**src/rtl/rgb_pwm_pkg.sv**
```systemverilog
// Shared mode encodings and elaboration helpers for the RGB PWM sequencer.
// Latency: n/a (types and constant functions only).
// Backpressure: n/a.
package rgb_pwm_pkg;

    localparam int MODE_W = 2;

    typedef enum logic [MODE_W-1:0] {
        MODE_OFF     = 2'd0,
        MODE_STATIC  = 2'd1,
        MODE_BLINK   = 2'd2,
        MODE_BREATHE = 2'd3
    } mode_e;

    // Ceiling log2; returns 0 for values of 0 or 1.
    function automatic int clog2(input int value);
        int r;
        r = 0;
        for (int i = 0; i < 31; i++) begin
            if ((32'sd1 <<< i) < value) begin
                r = i + 1;
            end
        end
        return r;
    endfunction

    function automatic int max1(input int value);
        return (value < 1) ? 1 : value;
    endfunction

endpackage

```
**src/rtl/rgb_pwm_channel.sv**
```systemverilog
// One PWM channel: shadow/active config, breathe envelope, registered compare output.
// Latency: pwm_out follows pwm_cnt by one clock; config commits at the next period boundary.
// Backpressure: none; shadow accepts a write every cycle.
module rgb_pwm_channel
    import rgb_pwm_pkg::*;
#(
    parameter int PWM_BITS     = 8,
    parameter int BREATHE_STEP = 1
) (
    input  logic                hw_clk,
    input  logic                rst_n,
    input  logic                enable,
    input  logic                boundary,
    input  logic                blink_phase,
    input  logic [PWM_BITS-1:0] pwm_cnt,
    input  logic                wr_en,
    input  mode_e               wr_mode,
    input  logic [PWM_BITS-1:0] wr_duty,
    output logic                pwm_out
);

    typedef struct packed {
        mode_e               mode;
        logic [PWM_BITS-1:0] duty;
    } ch_cfg_t;

    localparam logic [PWM_BITS:0] STEP = (PWM_BITS+1)'(BREATHE_STEP);

    ch_cfg_t             shadow;
    ch_cfg_t             active;
    logic [PWM_BITS-1:0] level;
    logic                dir_down;

    logic [PWM_BITS:0]   duty_x;
    logic [PWM_BITS:0]   lvl_up;
    logic [PWM_BITS:0]   lvl_dn;
    logic [PWM_BITS-1:0] lvl_next;
    logic                dir_next;
    logic [PWM_BITS-1:0] eff;
    logic                full_on;

    // Envelope step uses the duty being committed, computed one bit wider so
    // neither direction can wrap.
    always_comb begin
        duty_x   = {1'b0, shadow.duty};
        lvl_up   = {1'b0, level} + STEP;
        lvl_dn   = ({1'b0, level} > STEP) ? ({1'b0, level} - STEP) : '0;
        lvl_next = level;
        dir_next = dir_down;
        if (!dir_down) begin
            lvl_next = (lvl_up > duty_x) ? shadow.duty : lvl_up[PWM_BITS-1:0];
            dir_next = (lvl_up >= duty_x);
        end else begin
            lvl_next = lvl_dn[PWM_BITS-1:0];
            dir_next = (lvl_dn != '0);
        end
    end

    always_comb begin
        eff     = '0;
        full_on = 1'b0;
        case (active.mode)
            MODE_OFF:     eff = '0;
            MODE_STATIC:  eff = active.duty;
            MODE_BLINK:   eff = blink_phase ? active.duty : '0;
            MODE_BREATHE: eff = level;
            default:      eff = '0;
        endcase
        // A counter compare can never reach 100%, so max duty is forced on.
        if ((active.mode == MODE_STATIC || (active.mode == MODE_BLINK && blink_phase))
            && active.duty == '1) begin
            full_on = 1'b1;
        end
    end

    always_ff @(posedge hw_clk or negedge rst_n) begin
        if (!rst_n) begin
            shadow   <= '{mode: MODE_OFF, duty: '0};
            active   <= '{mode: MODE_OFF, duty: '0};
            level    <= '0;
            dir_down <= 1'b0;
            pwm_out  <= 1'b0;
        end else begin
            if (wr_en) begin
                shadow <= '{mode: wr_mode, duty: wr_duty};
            end
            if (boundary) begin
                active <= shadow;
                if (shadow.mode == MODE_BREATHE) begin
                    if (active.mode != MODE_BREATHE) begin
                        level    <= '0;
                        dir_down <= 1'b0;
                    end else begin
                        level    <= lvl_next;
                        dir_down <= dir_next;
                    end
                end
            end
            pwm_out <= enable && (full_on || (pwm_cnt < eff));
        end
    end

endmodule

```
**src/rtl/rgb_pwm_sequencer.sv**
```systemverilog
// N-channel PWM pattern generator (OFF/STATIC/BLINK/BREATHE) for SB_RGBA_DRV RGBxPWM.
// Latency: pwm_out registered one clock after pwm_cnt; config commits at the next period wrap.
// Backpressure: cfg_ready high from the first clock after reset; every write is taken in one cycle.
module rgb_pwm_sequencer
    import rgb_pwm_pkg::*;
#(
    parameter  int NUM_CH        = 3,
    parameter  int PWM_BITS      = 8,
    parameter  int PRESCALE      = 48,
    parameter  int BLINK_PERIODS = 64,
    parameter  int BREATHE_STEP  = 1,
    localparam int CH_W          = max1(clog2(NUM_CH))
) (
    input  logic                hw_clk,
    input  logic                rst_n,
    input  logic                enable,
    input  logic                cfg_valid,
    output logic                cfg_ready,
    input  logic [CH_W-1:0]     cfg_ch,
    input  logic [MODE_W-1:0]   cfg_mode,
    input  logic [PWM_BITS-1:0] cfg_duty,
    output logic                cfg_err,
    output logic                period_start,
    output logic [NUM_CH-1:0]   pwm_out
);

    localparam int PS_W = max1(clog2(PRESCALE));
    localparam int BK_W = max1(clog2(BLINK_PERIODS));
    localparam logic [PS_W-1:0] PS_LAST = PS_W'(PRESCALE - 1);
    localparam logic [BK_W-1:0] BK_LAST = BK_W'(BLINK_PERIODS - 1);
    localparam logic [CH_W:0]   CH_LIM  = (CH_W+1)'(NUM_CH);

    if (NUM_CH < 1 || NUM_CH > 8) begin : g_bad_num_ch
        $error("rgb_pwm_sequencer: NUM_CH must be 1..8");
    end
    if (PRESCALE < 1 || BLINK_PERIODS < 1) begin : g_bad_timebase
        $error("rgb_pwm_sequencer: PRESCALE and BLINK_PERIODS must be >= 1");
    end

    logic [PS_W-1:0]     presc;
    logic [PWM_BITS-1:0] pwm_cnt;
    logic [BK_W-1:0]     blink_cnt;
    logic                blink_phase;
    logic                tick;
    logic                boundary;
    logic                cfg_fire;
    logic                ch_ok;
    logic [NUM_CH-1:0]   wr_en;

    assign tick     = enable && (presc == PS_LAST);
    assign boundary = tick && (pwm_cnt == '1);
    assign cfg_fire = cfg_valid && cfg_ready;
    assign ch_ok    = ({1'b0, cfg_ch} < CH_LIM);

    always_comb begin
        wr_en = '0;
        for (int c = 0; c < NUM_CH; c++) begin
            wr_en[c] = cfg_fire && ch_ok && (cfg_ch == CH_W'(c));
        end
    end

    always_ff @(posedge hw_clk or negedge rst_n) begin
        if (!rst_n) begin
            cfg_ready <= 1'b0;
            cfg_err   <= 1'b0;
        end else begin
            cfg_ready <= 1'b1;
            cfg_err   <= cfg_fire && !ch_ok;
        end
    end

    // Timebase: everything holds while enable is low so re-enable resumes mid-period.
    always_ff @(posedge hw_clk or negedge rst_n) begin
        if (!rst_n) begin
            presc        <= '0;
            pwm_cnt      <= '0;
            blink_cnt    <= '0;
            blink_phase  <= 1'b1;
            period_start <= 1'b0;
        end else begin
            period_start <= boundary;
            if (enable) begin
                presc <= tick ? '0 : presc + 1'b1;
            end
            if (tick) begin
                pwm_cnt <= pwm_cnt + 1'b1;
            end
            if (boundary) begin
                if (blink_cnt == BK_LAST) begin
                    blink_cnt   <= '0;
                    blink_phase <= ~blink_phase;
                end else begin
                    blink_cnt <= blink_cnt + 1'b1;
                end
            end
        end
    end

    for (genvar c = 0; c < NUM_CH; c++) begin : g_ch
        rgb_pwm_channel #(
            .PWM_BITS     (PWM_BITS),
            .BREATHE_STEP (BREATHE_STEP)
        ) u_ch (
            .hw_clk      (hw_clk),
            .rst_n       (rst_n),
            .enable      (enable),
            .boundary    (boundary),
            .blink_phase (blink_phase),
            .pwm_cnt     (pwm_cnt),
            .wr_en       (wr_en[c]),
            .wr_mode     (mode_e'(cfg_mode)),
            .wr_duty     (cfg_duty),
            .pwm_out     (pwm_out[c])
        );
    end

    a_ps_pulse: assert property (@(posedge hw_clk) disable iff (!rst_n)
        period_start |=> !period_start);
    a_err_cause: assert property (@(posedge hw_clk) disable iff (!rst_n)
        cfg_err |-> $past(cfg_valid && cfg_ready));
    a_off_disabled: assert property (@(posedge hw_clk) disable iff (!rst_n)
        !$past(enable) |-> (pwm_out == '0));

endmodule

```
**config.mk**
```make
export PLATFORM = sky130hd
export DESIGN_NAME = rgb_pwm_sequencer
export DESIGN_NICKNAME = d
export VERILOG_FILES = /design/src/rtl/rgb_pwm_pkg.sv /design/src/rtl/rgb_pwm_channel.sv /design/src/rtl/rgb_pwm_sequencer.sv
export SDC_FILE = /design/constraint.sdc
export NUM_CORES = 1
export LEC_CHECK = 0
export BUFFER_PORTS_ARGS = -buffer_cell sky130_fd_sc_hd__buf_2
export CAP_MARGIN = 20
export CELL_PAD_IN_SITES_DETAIL_PLACEMENT = 0
export CELL_PAD_IN_SITES_GLOBAL_PLACEMENT = 1
export CORE_MARGIN = 1
export CORE_UTILIZATION = 39
export CTS_CLUSTER_DIAMETER = 50
export DETAILED_ROUTE_END_ITERATION = 10
export PLACE_DENSITY = 0.7
export SLEW_MARGIN = 20
export SYNTH_ARGS = -nofsm -noshare
export SYNTH_HDL_FRONTEND = slang
export SYNTH_SLANG_ARGS = --single-unit
```
**constraint.sdc**
```tcl
create_clock -name hw_clk -period 3.06 [get_ports hw_clk]
set_input_delay 0.153 -clock hw_clk [delete_from_list [all_inputs] [get_ports hw_clk]]
set_output_delay 0.153 -clock hw_clk [all_outputs]
set_load 0.02 [all_outputs]
```
==> flow_summary.yaml, run 1 <==
outcome:
  outcome: "finished, final reports clean"
critical_path:
  end_kind: "register"
  startpoint_type: "register"
  critical_path.reg2reg.endpoint: "g_ch[1].u_ch.level[0]$_DFFE_PN0P_"
  r2r_cells: 11
  crit_family: "simple AND/OR/NAND/NOR gates"
  cp_slowest_stage_delay_ns: 0.35
  cp.arrival_ns: 3.12
  critical_path.max_fanout: 9
  crit_slowest_cell: "dfrtp_1"
  path_class: "reg2reg"
  cp.buffers_inverters: 0
  path_cells: "ha_1 -> nand3_1 -> nor2_1 -> xor2_1 -> ha_1 -> a22o_1 -> nor4_1 -> o21ai_1 -> a31o_4 -> nand4_1 -> or3b_1"
  crit_path_frequent_cell: "ha_1"
  crit_cells: 11
  rrSetupSlack_ns: 0.24
  rr_startpoint: "g_ch[1].u_ch.level[0]$_DFFE_PN0P_"
  worstPathRequired_ns: 3.35
synth:
  yosysWarnings: 0
  muxShareOfSynthArea: 0.0876
  syn_area_per_cell_sq_um: 8.99
  postSynthCellCount: 848
  ys_seq_elements: 114
  ys_seq_area_frac: 0.374
  postSynth.asyncResetShare: 1.00
  synth_simple_gate_area_frac: 0.185
  synth_top_family_by_area: "simple AND/OR/NAND/NOR gates"
  synth_xor_xnor_area_share: 0.0425
  synth.top_cell.area_share: 0.371
  yosys-top-cells-area: "dfrtp_1, ha_1, mux2_2, nand2_1, o21ai_0"
  syn_area_sq_mm: 0.00763
  synthAdderAreaFrac: 0.0935
  synth_top_cell_by_area: "dfrtp_1"
  synth_edf_count: 0
  synth_fp_nets: 921
  synth_compound_area_frac: 0.168
  synthFlopType: "dfrtp_1"
  ys_types: 70
power:
  pwr_density_cell_mw_per_mm2: 491
  ir_drop_v: 0.000493
  p_leak_uw: 0.00388
clock_tree:
  cts_buffers: 17
  ctsLongestPathBuffers: 2
  cts_tree: "yes"
  clock-sinks: 114
  htree_levels: 4
  clockRootBuffer: "clkbuf_16"
  cts.clk_slew.worst_paths_ns: 0.06
  clock_latency_ns: 0.42
place:
  place_hpwl_mm: 14.7
  gp_congestion: 0.860
  place_ws_ns: 0.193
  port_buffers: 21
hold_path:
  hp-class: "in2reg"
  min_from: "cfg_valid"
  min_delay_path_depth: 2
  hold_end: "cfg_err$_DFF_PN0_"
grt:
  grt_use_total: 0.213
  grt_pass1_vias: 6152
  grt_overflow: 0
  grt_pass1_wl_mm: 33.1
  grt_antenna_before_repair: 0
  grt_start_max_net_pins: 53
floorplan:
  die_w_um: 142
  rows: 50
  ios: 22
  coreArea_sq_mm: 0.0190
  fp.dieH_um: 142
  die_area_sq_mm: 0.0201
  initial_core_util: 0.402
timing:
  setup_tns_ns: 0
  fmax_ghz: 0.354
  rsz0062_at_grt: "no"
  setup_ws_ns: 0.235
  fin_skew_ns: 0.00872
  period_minus_slack_ns: 2.82
  setup_viol: 0
  finalHoldViolCount: 0
  fin_crit_sh: 0.923
  maxSlewHeadroom: 0.545
  worst_pin_slew_ns: 0.682
  slew_viol_final: 0
route:
  avgViaCountPerCell: 5.51
  finalWirelength_mm: 19.9
  num_vias: 6320
  drtIter0Drc: 461
  routedWlPerCell_um: 17.3
  route.detailed.drc: 0
  drtPass1Iterations: 5
  ant_nets: 0
finish:
  antennaDiodeCount: 0
  drive_gt1_frac: 0.169
  multiInputGateArea_sq_mm: 0.00443
  area_delta_synth_final_pct: 14.5
  fill_cells: 1852
  final_nets: 948
  regArea_sq_mm: 0.00285
flow_run:
  maxCapViolations: 0
## worst max path at each step
stage,slack [ns],to,from
finish,0.24,g_ch[1].u_ch.level[0]$_DFFE_PN0P_,g_ch[1].u_ch.level[0]$_DFFE_PN0P_
global route,0.0008,g_ch[1].u_ch.level[0]$_DFFE_PN0P_,g_ch[1].u_ch.level[0]$_DFFE_PN0P_
CTS,0.14,g_ch[0].u_ch.level[4]$_DFFE_PN0P_,g_ch[0].u_ch.level[0]$_DFFE_PN0P_
detailed placement,0.19,g_ch[0].u_ch.level[3]$_DFFE_PN0P_,g_ch[0].u_ch.level[0]$_DFFE_PN0P_
global placement,0.24,g_ch[0].u_ch.level[7]$_DFFE_PN0P_,g_ch[0].u_ch.level[0]$_DFFE_PN0P_
floorplan,0.25,g_ch[1].u_ch.level[0]$_DFFE_PN0P_,g_ch[1].u_ch.level[0]$_DFFE_PN0P_
## timing repair
item / in CTS / in global routing
hold buffers: 1 / 0
hold endpoints to repair: 47 / 0
setup endpoints to repair: 0 / 9
resized for setup: 0 / 4
buffers inserted: 0 / 1
## worst register-to-register path, delay by kind of cell (launching register included)
| family | cells | cell delay, ns |
|---|---|---|
| XOR/XNOR | 1 | 0.24 |
| adder cells (fa/ha/maj) | 2 | 0.49 |
| AO/OA/AOI/OAI | 3 | 0.70 |
| flip-flops | 1 | 0.35 |
| AND/OR/NAND/NOR | 5 | 0.93 |
## state kept, by name, indices dropped and copies added (netlist names), 3 cells and up
name and count:
blink_cnt 6, g_ch.u_ch.active 30, g_ch.u_ch.dir_down 3, g_ch.u_ch.duty_x 24
g_ch.u_ch.level 24, g_ch.u_ch.pwm_out 3, g_ch.u_ch.shadow 6, presc 6
pwm_cnt 8
## cell usage in the layout, fill, tap and decap left out, drive strengths merged, types with 4 or more instances in the layout
cell type	Yosys	final
xnor2	20	20
and3	7	7
mux2i	15	15
or3	4	4
nor3	19	19
nor2	50	50
buf	14	53
nand2	123	123
nand3	22	22
inv	39	39
nor4	6	6
a22oi	32	32
o31ai	5	5
and2	4	4
o211ai	11	11
a21oi	43	43
o21ai	83	83
o41ai	4	4
xor2	17	17
clkinv	0	4
and4	5	5
mux2	46	46
dfrtp	113	113
clkbuf	32	22
nand4	21	21
ha	57	57
nor2b	7	7
## layer usage
| metal | vias to the layer above | GRT usage | routed length [um] |
|---|---|---|---|
| li1 | 3118 | - | - |
| met1 | 3055 | 0.299 | 9970 |
| met2 | 128 | 0.330 | 8940 |
| met3 | 19 | 0.0456 | 720 |
| met4 | 0 | 0.0566 | 232 |
| met5 | - | 0 | 0 |
## synth_stat cells, drive strengths merged (6+ instances only)
cell / instances
inv: 39
xnor2: 20
mux2i: 15
nor2b: 7
a22oi: 32
a21oi: 43
nor4: 6
nand3: 22
nand4: 21
mux2: 46
dfrtp: 113
nand2: 123
nor3: 19
clkbuf: 32
o211ai: 11
ha: 57
buf: 14
xor2: 17
nor2: 50
o21ai: 83
and3: 7
## power by group
part           leakage, uW  total, uW  switching (uW)  internal, uW
combinational      0.00209        467             259           209
clock             0.000298       2050             694          1360
sequential         0.00150       1770             130          1640
## cells by family (layout without fill, tap and decap cells)
kind of cell | Yosys count | after routing
AOI/OAI and AO/OA | 206 | 206
DFF | 114 | 114
and+or+nand+nor | 287 | 287
muxes | 61 | 61
adders and majority gates | 57 | 57
other | 1 | 1
buffers and inverters | 85 | 124
xor gates and xnor gates | 37 | 37
## layout make-up
cell class                      count  share of cell area
Multi-Input combinational cell    649               0.507
Sequential cell                   114               0.327
Clock buffer                       22              0.0554
Timing Repair Buffer               54              0.0424
Tap cell                          260              0.0372
Inverter                           39              0.0168
Clock inverter                      9              0.0148
## through the flow
| stage | util | area, sq um | hold slack, ns | std cells | power [uW] |
|---|---|---|---|---|---|
| global route | 0.461 | 8730 | 0.0336 | 1147 | 4470 |
| floorplan | - | 7630 | -0.143 | 848 | 2070 |
| detailed placement | 0.426 | 8080 | 0.236 | 1114 | 2260 |
| finish | 0.461 | 8730 | 0.0235 | 1147 | 4290 |
| global placement | 0.426 | 8080 | 0.231 | 1114 | 2260 |
| CTS | 0.459 | 8700 | 0.0136 | 1146 | 4320 |
Power figures use the tool's default switching activity.
==> inputs of run 2 (changes only) <==
--- a/config.mk
+++ b/config.mk
@@ -7,13 +7,11 @@
 export LEC_CHECK = 0
 export BUFFER_PORTS_ARGS = -buffer_cell sky130_fd_sc_hd__buf_2
 export CAP_MARGIN = 20
-export CELL_PAD_IN_SITES_DETAIL_PLACEMENT = 0
-export CELL_PAD_IN_SITES_GLOBAL_PLACEMENT = 1
 export CORE_MARGIN = 1
 export CORE_UTILIZATION = 39
 export CTS_CLUSTER_DIAMETER = 50
 export DETAILED_ROUTE_END_ITERATION = 10
-export PLACE_DENSITY = 0.7
+export PLACE_DENSITY = 0.58
 export SLEW_MARGIN = 20
 export SYNTH_ARGS = -nofsm -noshare
 export SYNTH_HDL_FRONTEND = slang
==> constraint.sdc (replaced) <==
create_clock -name hw_clk -period 2.65 [get_ports hw_clk]
set_input_delay 0.1325 -clock hw_clk [delete_from_list [all_inputs] [get_ports hw_clk]]
set_output_delay 0.1325 -clock hw_clk [all_outputs]
set_load 0.02 [all_outputs]
==> run 2 against run 1 <==
  * Power grew 17%
  * Register-to-register slack worse by 0.21 ns
  * Via count rose by 4.9%
  * Core utilization grew 2.9 points
  * Non-clock buffer count is 44 higher
  * Sequential cell count unchanged
  * Clock skew grew 0.0024 ns
  * Fmax rose by 7.5%
  * Critical path depth did not move
==> flow_summary.yaml, run 2 (synthesized netlist as in run 1, its figures left out) <==
hold_path:
  hp-class: "in2reg"
finish:
  final_common_cell: "nand2_1"
  largest_register_ffs: 30
  final_cells: 1192
  largest_register: "g_ch.u_ch.active"
  fill_cells: 1751
  antennaDiodeCount: 0
  drive_gt1_frac: 0.233
  area_delta_synth_final_pct: 21.7
  final_cell_mix: "nand2_1, dfrtp_1, o21ai_0"
  final_nets: 992
grt:
  grt_antenna_before_repair: 0
  grt_use_total: 0.215
  grt_pass1_vias: 6276
  grt_pass1_wl_mm: 33.4
  grt_overflow: 0
  grt_start_max_net_pins: 53
floorplan:
  initial_core_util: 0.402
  die_area_sq_mm: 0.0201
  ios: 22
  fp.dieH_um: 142
  coreArea_sq_mm: 0.0190
  rows: 50
  die_w_um: 142
outcome:
  outcome: "finished, final reports clean"
timing:
  maxSlewHeadroom: 0.577
  slew_viol_final: 0
  worst_pin_slew_ns: 0.635
  holdWs_ns: 0.0183
  fmax_ghz: 0.381
  fin_crit_sh: 0.992
  setup_viol: 0
  period_minus_slack_ns: 2.63
  finalHoldViolCount: 0
  setup_ws_ns: 0.0222
  fin_skew_ns: 0.0111
  rsz0062_at_grt: "yes"
critical_path:
  worstPathRequired_ns: 2.94
  end_kind: "register"
  path_class: "reg2reg"
  cp.arrival_ns: 2.92
  startpoint_type: "register"
  critical_path.max_fanout: 5
clock_tree:
  htree_levels: 4
  cts_tree: "yes"
  clock-sinks: 114
  ctsLongestPathBuffers: 2
  cts_buffers: 17
  cts.clk_slew.worst_paths_ns: 0.06
  clock_latency_ns: 0.41
  clockRootBuffer: "clkbuf_16"
power:
  p_leak_uw: 0.00412
  power.total_uw: 5040
  pwr_density_cell_mw_per_mm2: 543
  ir_drop_v: 0.000474
route:
  routedWlPerCell_um: 17.2
  num_vias: 6630
  finalWirelength_mm: 20.5
  route.detailed.drc: 0
  drtPass1Iterations: 5
  ant_nets: 0
  avgViaCountPerCell: 5.56
  drtIter0Drc: 498
flow_run:
  maxCapViolations: 0
place:
  place_ws_ns: -0.0479
  port_buffers: 21
  dp_cells: 1147
  gp_congestion: 0.882
  place_hpwl_mm: 15.0
run 2: changes by cell type in the layout (fill, tap and decap cells not counted), sizes merged:
cell         before  now
buf              53   92
dlygate4sd3       1    6
clkinvlp          2    3
run 2: report_power, final:
| part | total, uW | switching (uW) | internal (uW) |
|---|---|---|---|
| Combinational | 628 | 340 | 288 |
| Clock | 2360 | 814 | 1540 |
| Sequential | 2050 | 155 | 1900 |
| Total | 5040 | 1310 | 3730 |
run 2: stage by stage:
step           cell area (sq um)  TNS (ns)   util
2_1_floorplan               7640   -0.0262      -
3_3_place_gp                8350         0  0.441
3_5_place_dp                8350    -0.196  0.441
4_1_cts                     9050         0  0.478
5_1_grt                     9280    -0.799  0.490
6_report                    9280         0  0.490
run 2: final timing paths:
check / depth (start not counted) / slack [ns] / to / start
min in group asynchronous: 2 / 0.29 / g_ch[1].u_ch.dir_down$_DFFE_PN0P_ / rst_n
max in group asynchronous: 3 / 1.54 / g_ch[2].u_ch.active[8]$_DFFE_PN0P_ / rst_n
min: 3 / 0.02 / g_ch[0].u_ch.duty_x[6]$_DFFE_PN0P_ / cfg_duty[6]
max reg2reg: 11 / 0.02 / g_ch[1].u_ch.level[0]$_DFFE_PN0P_ / g_ch[1].u_ch.level[0]$_DFFE_PN0P_
min reg2reg: 1 / 0.48 / blink_cnt[5]$_DFFE_PN0P_ / blink_cnt[5]$_DFFE_PN0P_
max: 11 / 0.02 / g_ch[1].u_ch.level[0]$_DFFE_PN0P_ / g_ch[1].u_ch.level[0]$_DFFE_PN0P_
run 2: per-layer routing:
metal	up-vias	routed length, um	GRT usage
met4	0	342	0.0611
met2	156	9580	0.343
met5	-	0	0
met3	33	731	0.0364
met1	3238	9890	0.299
li1	3203	-	-
run 2: critical path, cell delays in order, from the launching register on:
cell and delay [ns]:
dfrtp_2 0.36, ha_2 0.21, nand3_4 0.10, buf_4 0.16, xnor2_2 0.18, ha_1 0.29, a22o_1 0.21, nor4_2 0.14
o21ai_1 0.13, a31o_2 0.27, nand4_1 0.10, or3b_1 0.35
run 2: final cells by class:
cell class                      count  area (sq um)  share of cell area
Sequential cell                   114          2860               0.308
Clock inverter                     10           133              0.0143
Multi-Input combinational cell    649          4600               0.495
Inverter                           39           146              0.0158
Timing Repair Buffer               98           752              0.0810
Clock buffer                       22           474              0.0511
Tap cell                          260           325              0.0350
run 2: timing repair:
action | CTS | global route
gates resized for setup | 6 | 44
pin swaps | 2 | 20
setup buffers | 1 | 6
setup endpoints to repair | 10 | 26
hold endpoints to repair | 55 | 0
hold buffers | 6 | 0
==> inputs of run 3 (changes only) <==
--- a/config.mk
+++ b/config.mk
@@ -15,4 +15,5 @@
 export SLEW_MARGIN = 20
 export SYNTH_ARGS = -nofsm -noshare
 export SYNTH_HDL_FRONTEND = slang
+export SYNTH_HIERARCHICAL = 1
 export SYNTH_SLANG_ARGS = --single-unit
==> run 3 against run 2 <==
  * Synthesized area is 3.8% higher
  * Synthesized cell count shrank 2.1%
  * Fmax up 2.4%
  * Highest routed layer unchanged
==> flow_summary.yaml, run 3 <==
outcome:
  outcome: "finished, final reports clean"
synth:
  syn_area_per_cell_sq_um: 9.54
  synth_top_cell_by_area: "dfrtp_1"
  synth.top_cell.area_share: 0.357
  synthFlopType: "dfrtp_1"
  yosys.cell_count.top_type: "dfrtp_1"
  synth_fp_nets: 903
  postSynthCellCount: 830
  ys_seq_elements: 114
  ys_seq_area_frac: 0.361
  ys_types: 62
  yosysWarnings: 6
  postSynth.asyncResetShare: 1.00
  syn_area_sq_mm: 0.00792
  synth_edf_count: 0
  yosys-top-cells-area: "dfrtp_1, ha_1, mux2_2, nand2_1, o21ai_0"
  synth_top_cells_by_count: "dfrtp_1, nand2_1, mux2_2, o21ai_0, ha_1"
floorplan:
  rows: 51
  die_area_sq_mm: 0.0209
  coreArea_sq_mm: 0.0197
  die_w_um: 144
  initial_core_util: 0.403
  ios: 22
  fp.dieH_um: 144
route:
  num_vias: 6546
  routedWlPerCell_um: 17.8
  drtIter0Drc: 518
  ant_nets: 0
  avgViaCountPerCell: 5.54
  drtPass1Iterations: 5
  route.detailed.drc: 0
  finalWirelength_mm: 21.0
place:
  gp_congestion: 0.837
  place_hpwl_mm: 15.4
  port_buffers: 21
timing:
  holdWs_ns: 0.0214
  maxSlewHeadroom: 0.605
  fin_skew_ns: 0.00808
  fin_crit_sh: 0.968
  finalHoldViolCount: 0
  slew_viol_final: 0
  fmax_ghz: 0.390
  period_minus_slack_ns: 2.57
  setup_viol: 0
  worst_pin_slew_ns: 0.593
grt:
  grt_pass1_vias: 6264
  grt_use_total: 0.217
  grt_overflow: 0
  grt_antenna_before_repair: 0
  grt_start_max_net_pins: 67
  grt_pass1_wl_mm: 34.2
clock_tree:
  cts_tree: "yes"
  clock_latency_ns: 0.42
  ctsLongestPathBuffers: 2
  cts.clk_slew.worst_paths_ns: 0.05
  clock-sinks: 114
  cts_buffers: 17
  htree_levels: 4
  clockRootBuffer: "clkbuf_16"
critical_path:
  startpoint_type: "register"
  critical_path.startpoint: "g_ch[2].u_ch/level[0]$_DFFE_PN0P_"
  critical_path.max_fanout: 3
  path_class: "reg2reg"
  end_kind: "register"
  critical_path.reg2reg.endpoint: "g_ch[2].u_ch/level[5]$_DFFE_PN0P_"
  rrSetupSlack_ns: 0.08
  r2r_cells: 10
  cp.arrival_ns: 2.87
  worstPathRequired_ns: 2.95
  rr_startpoint: "g_ch[2].u_ch/level[0]$_DFFE_PN0P_"
finish:
  final_common_cell: "dfrtp_1"
  fill_cells: 1891
  area_delta_synth_final_pct: 19.1
  largest_register: "g_ch.u_ch/active"
  largest_register_ffs: 30
  antennaDiodeCount: 0
  finish.utilization: 0.480
  final_nets: 978
  regArea_sq_mm: 0.00286
  multiInputGateArea_sq_mm: 0.00479
  final_cell_mix: "dfrtp_1, nand2_1, buf_4"
  drive_gt1_frac: 0.267
flow_run:
  maxCapViolations: 0
hold_path:
  min_from: "cfg_mode[0]"
  min_delay_path_depth: 2
  hp-class: "in2reg"
  hold_end: "g_ch[1].u_ch/shadow[8]$_DFFE_PN0P_"
power:
  p_leak_uw: 0.00419
  pwr_density_cell_mw_per_mm2: 523
  ir_drop_v: 0.000418
[run 3: final cells by class]
| cell class | count | share of cell area |
|---|---|---|
| tap | 265 | 0.0352 |
| timing repair buffer | 98 | 0.0768 |
| sequential | 114 | 0.303 |
| clock buffer | 26 | 0.0529 |
| inverter | 39 | 0.0161 |
| multi-input combinational | 635 | 0.508 |
| clock inverter | 5 | 0.00796 |
[run 3: repair_timing]
item / CTS / global route
pin swaps: 1 / 8
gates cloned: 0 / 0
setup endpoints to repair: 1 / 19
buffers inserted: 1 / 4
hold buffers: 6 / 0
hold endpoints to repair: 84 / 0
gates resized for setup: 0 / 29
[run 3: kinds of logic after synthesis]
kind of cell    Yosys count  synth area share
simple gates            260             0.179
fa+ha+maj                57            0.0901
flops                   114             0.361
other cells               1          0.000474
xor+xnor                 42            0.0493
compound gates          211             0.180
mux                      64            0.0915
buf+inv                  81            0.0490
[run 3: routing by layer]
metal  up-vias  part of all wire  global-route usage
met2       159              0.45               0.335
met1      3171              0.49               0.307
met3        22             0.040              0.0447
met4         0             0.016              0.0604
li1       3194                 -                   -
met5         -                 0                   0
[run 3: worst max-delay path, stage by stage, from the launching register on]
cell     delay, ns
dfrtp_1       0.36
ha_1          0.21
nand3_2       0.12
nor2_1        0.15
xor2_1        0.24
ha_1          0.29
nand4_1       0.14
a21oi_2       0.07
o21ai_2       0.17
or3b_2        0.46
a41o_1        0.25
[run 3: worst max-delay path by stage]
stage,to,slack [ns],cells after the start
floorplan,g_ch[0].u_ch/level[5]$_DFFE_PN0P_,0.04,9
detailed placement,g_ch[1].u_ch/level[5]$_DFFE_PN0P_,-0.05,9
finish,g_ch[2].u_ch/level[5]$_DFFE_PN0P_,0.08,10
CTS,g_ch[0].u_ch/level[5]$_DFFE_PN0P_,0.02,9
global placement,g_ch[1].u_ch/level[5]$_DFFE_PN0P_,-0.03,9
global route,g_ch[2].u_ch/level[5]$_DFFE_PN0P_,-0.04,10
[run 3: where the power goes]
part           total (uW)  switching (uW)  internal [uW]
combinational         608             335            273
sequential           2070             174           1890
clock                2260             787           1470
[run 3: through the flow]
step | cell area [sq um] | setup slack (ns) | cells | setup TNS, ns | power, uW
3_3_place_gp | 8640 | -0.0260 | 1140 | -0.0260 | 2660
4_1_cts | 9290 | 0.0167 | 1178 | 0 | 4950
5_1_grt | 9430 | -0.0367 | 1182 | -0.0711 | 5140
2_1_floorplan | 7930 | 0.0368 | 830 | 0 | 2420
3_5_place_dp | 8640 | -0.0503 | 1140 | -0.0503 | 2670
6_report | 9430 | 0.0837 | 1182 | 0 | 4940
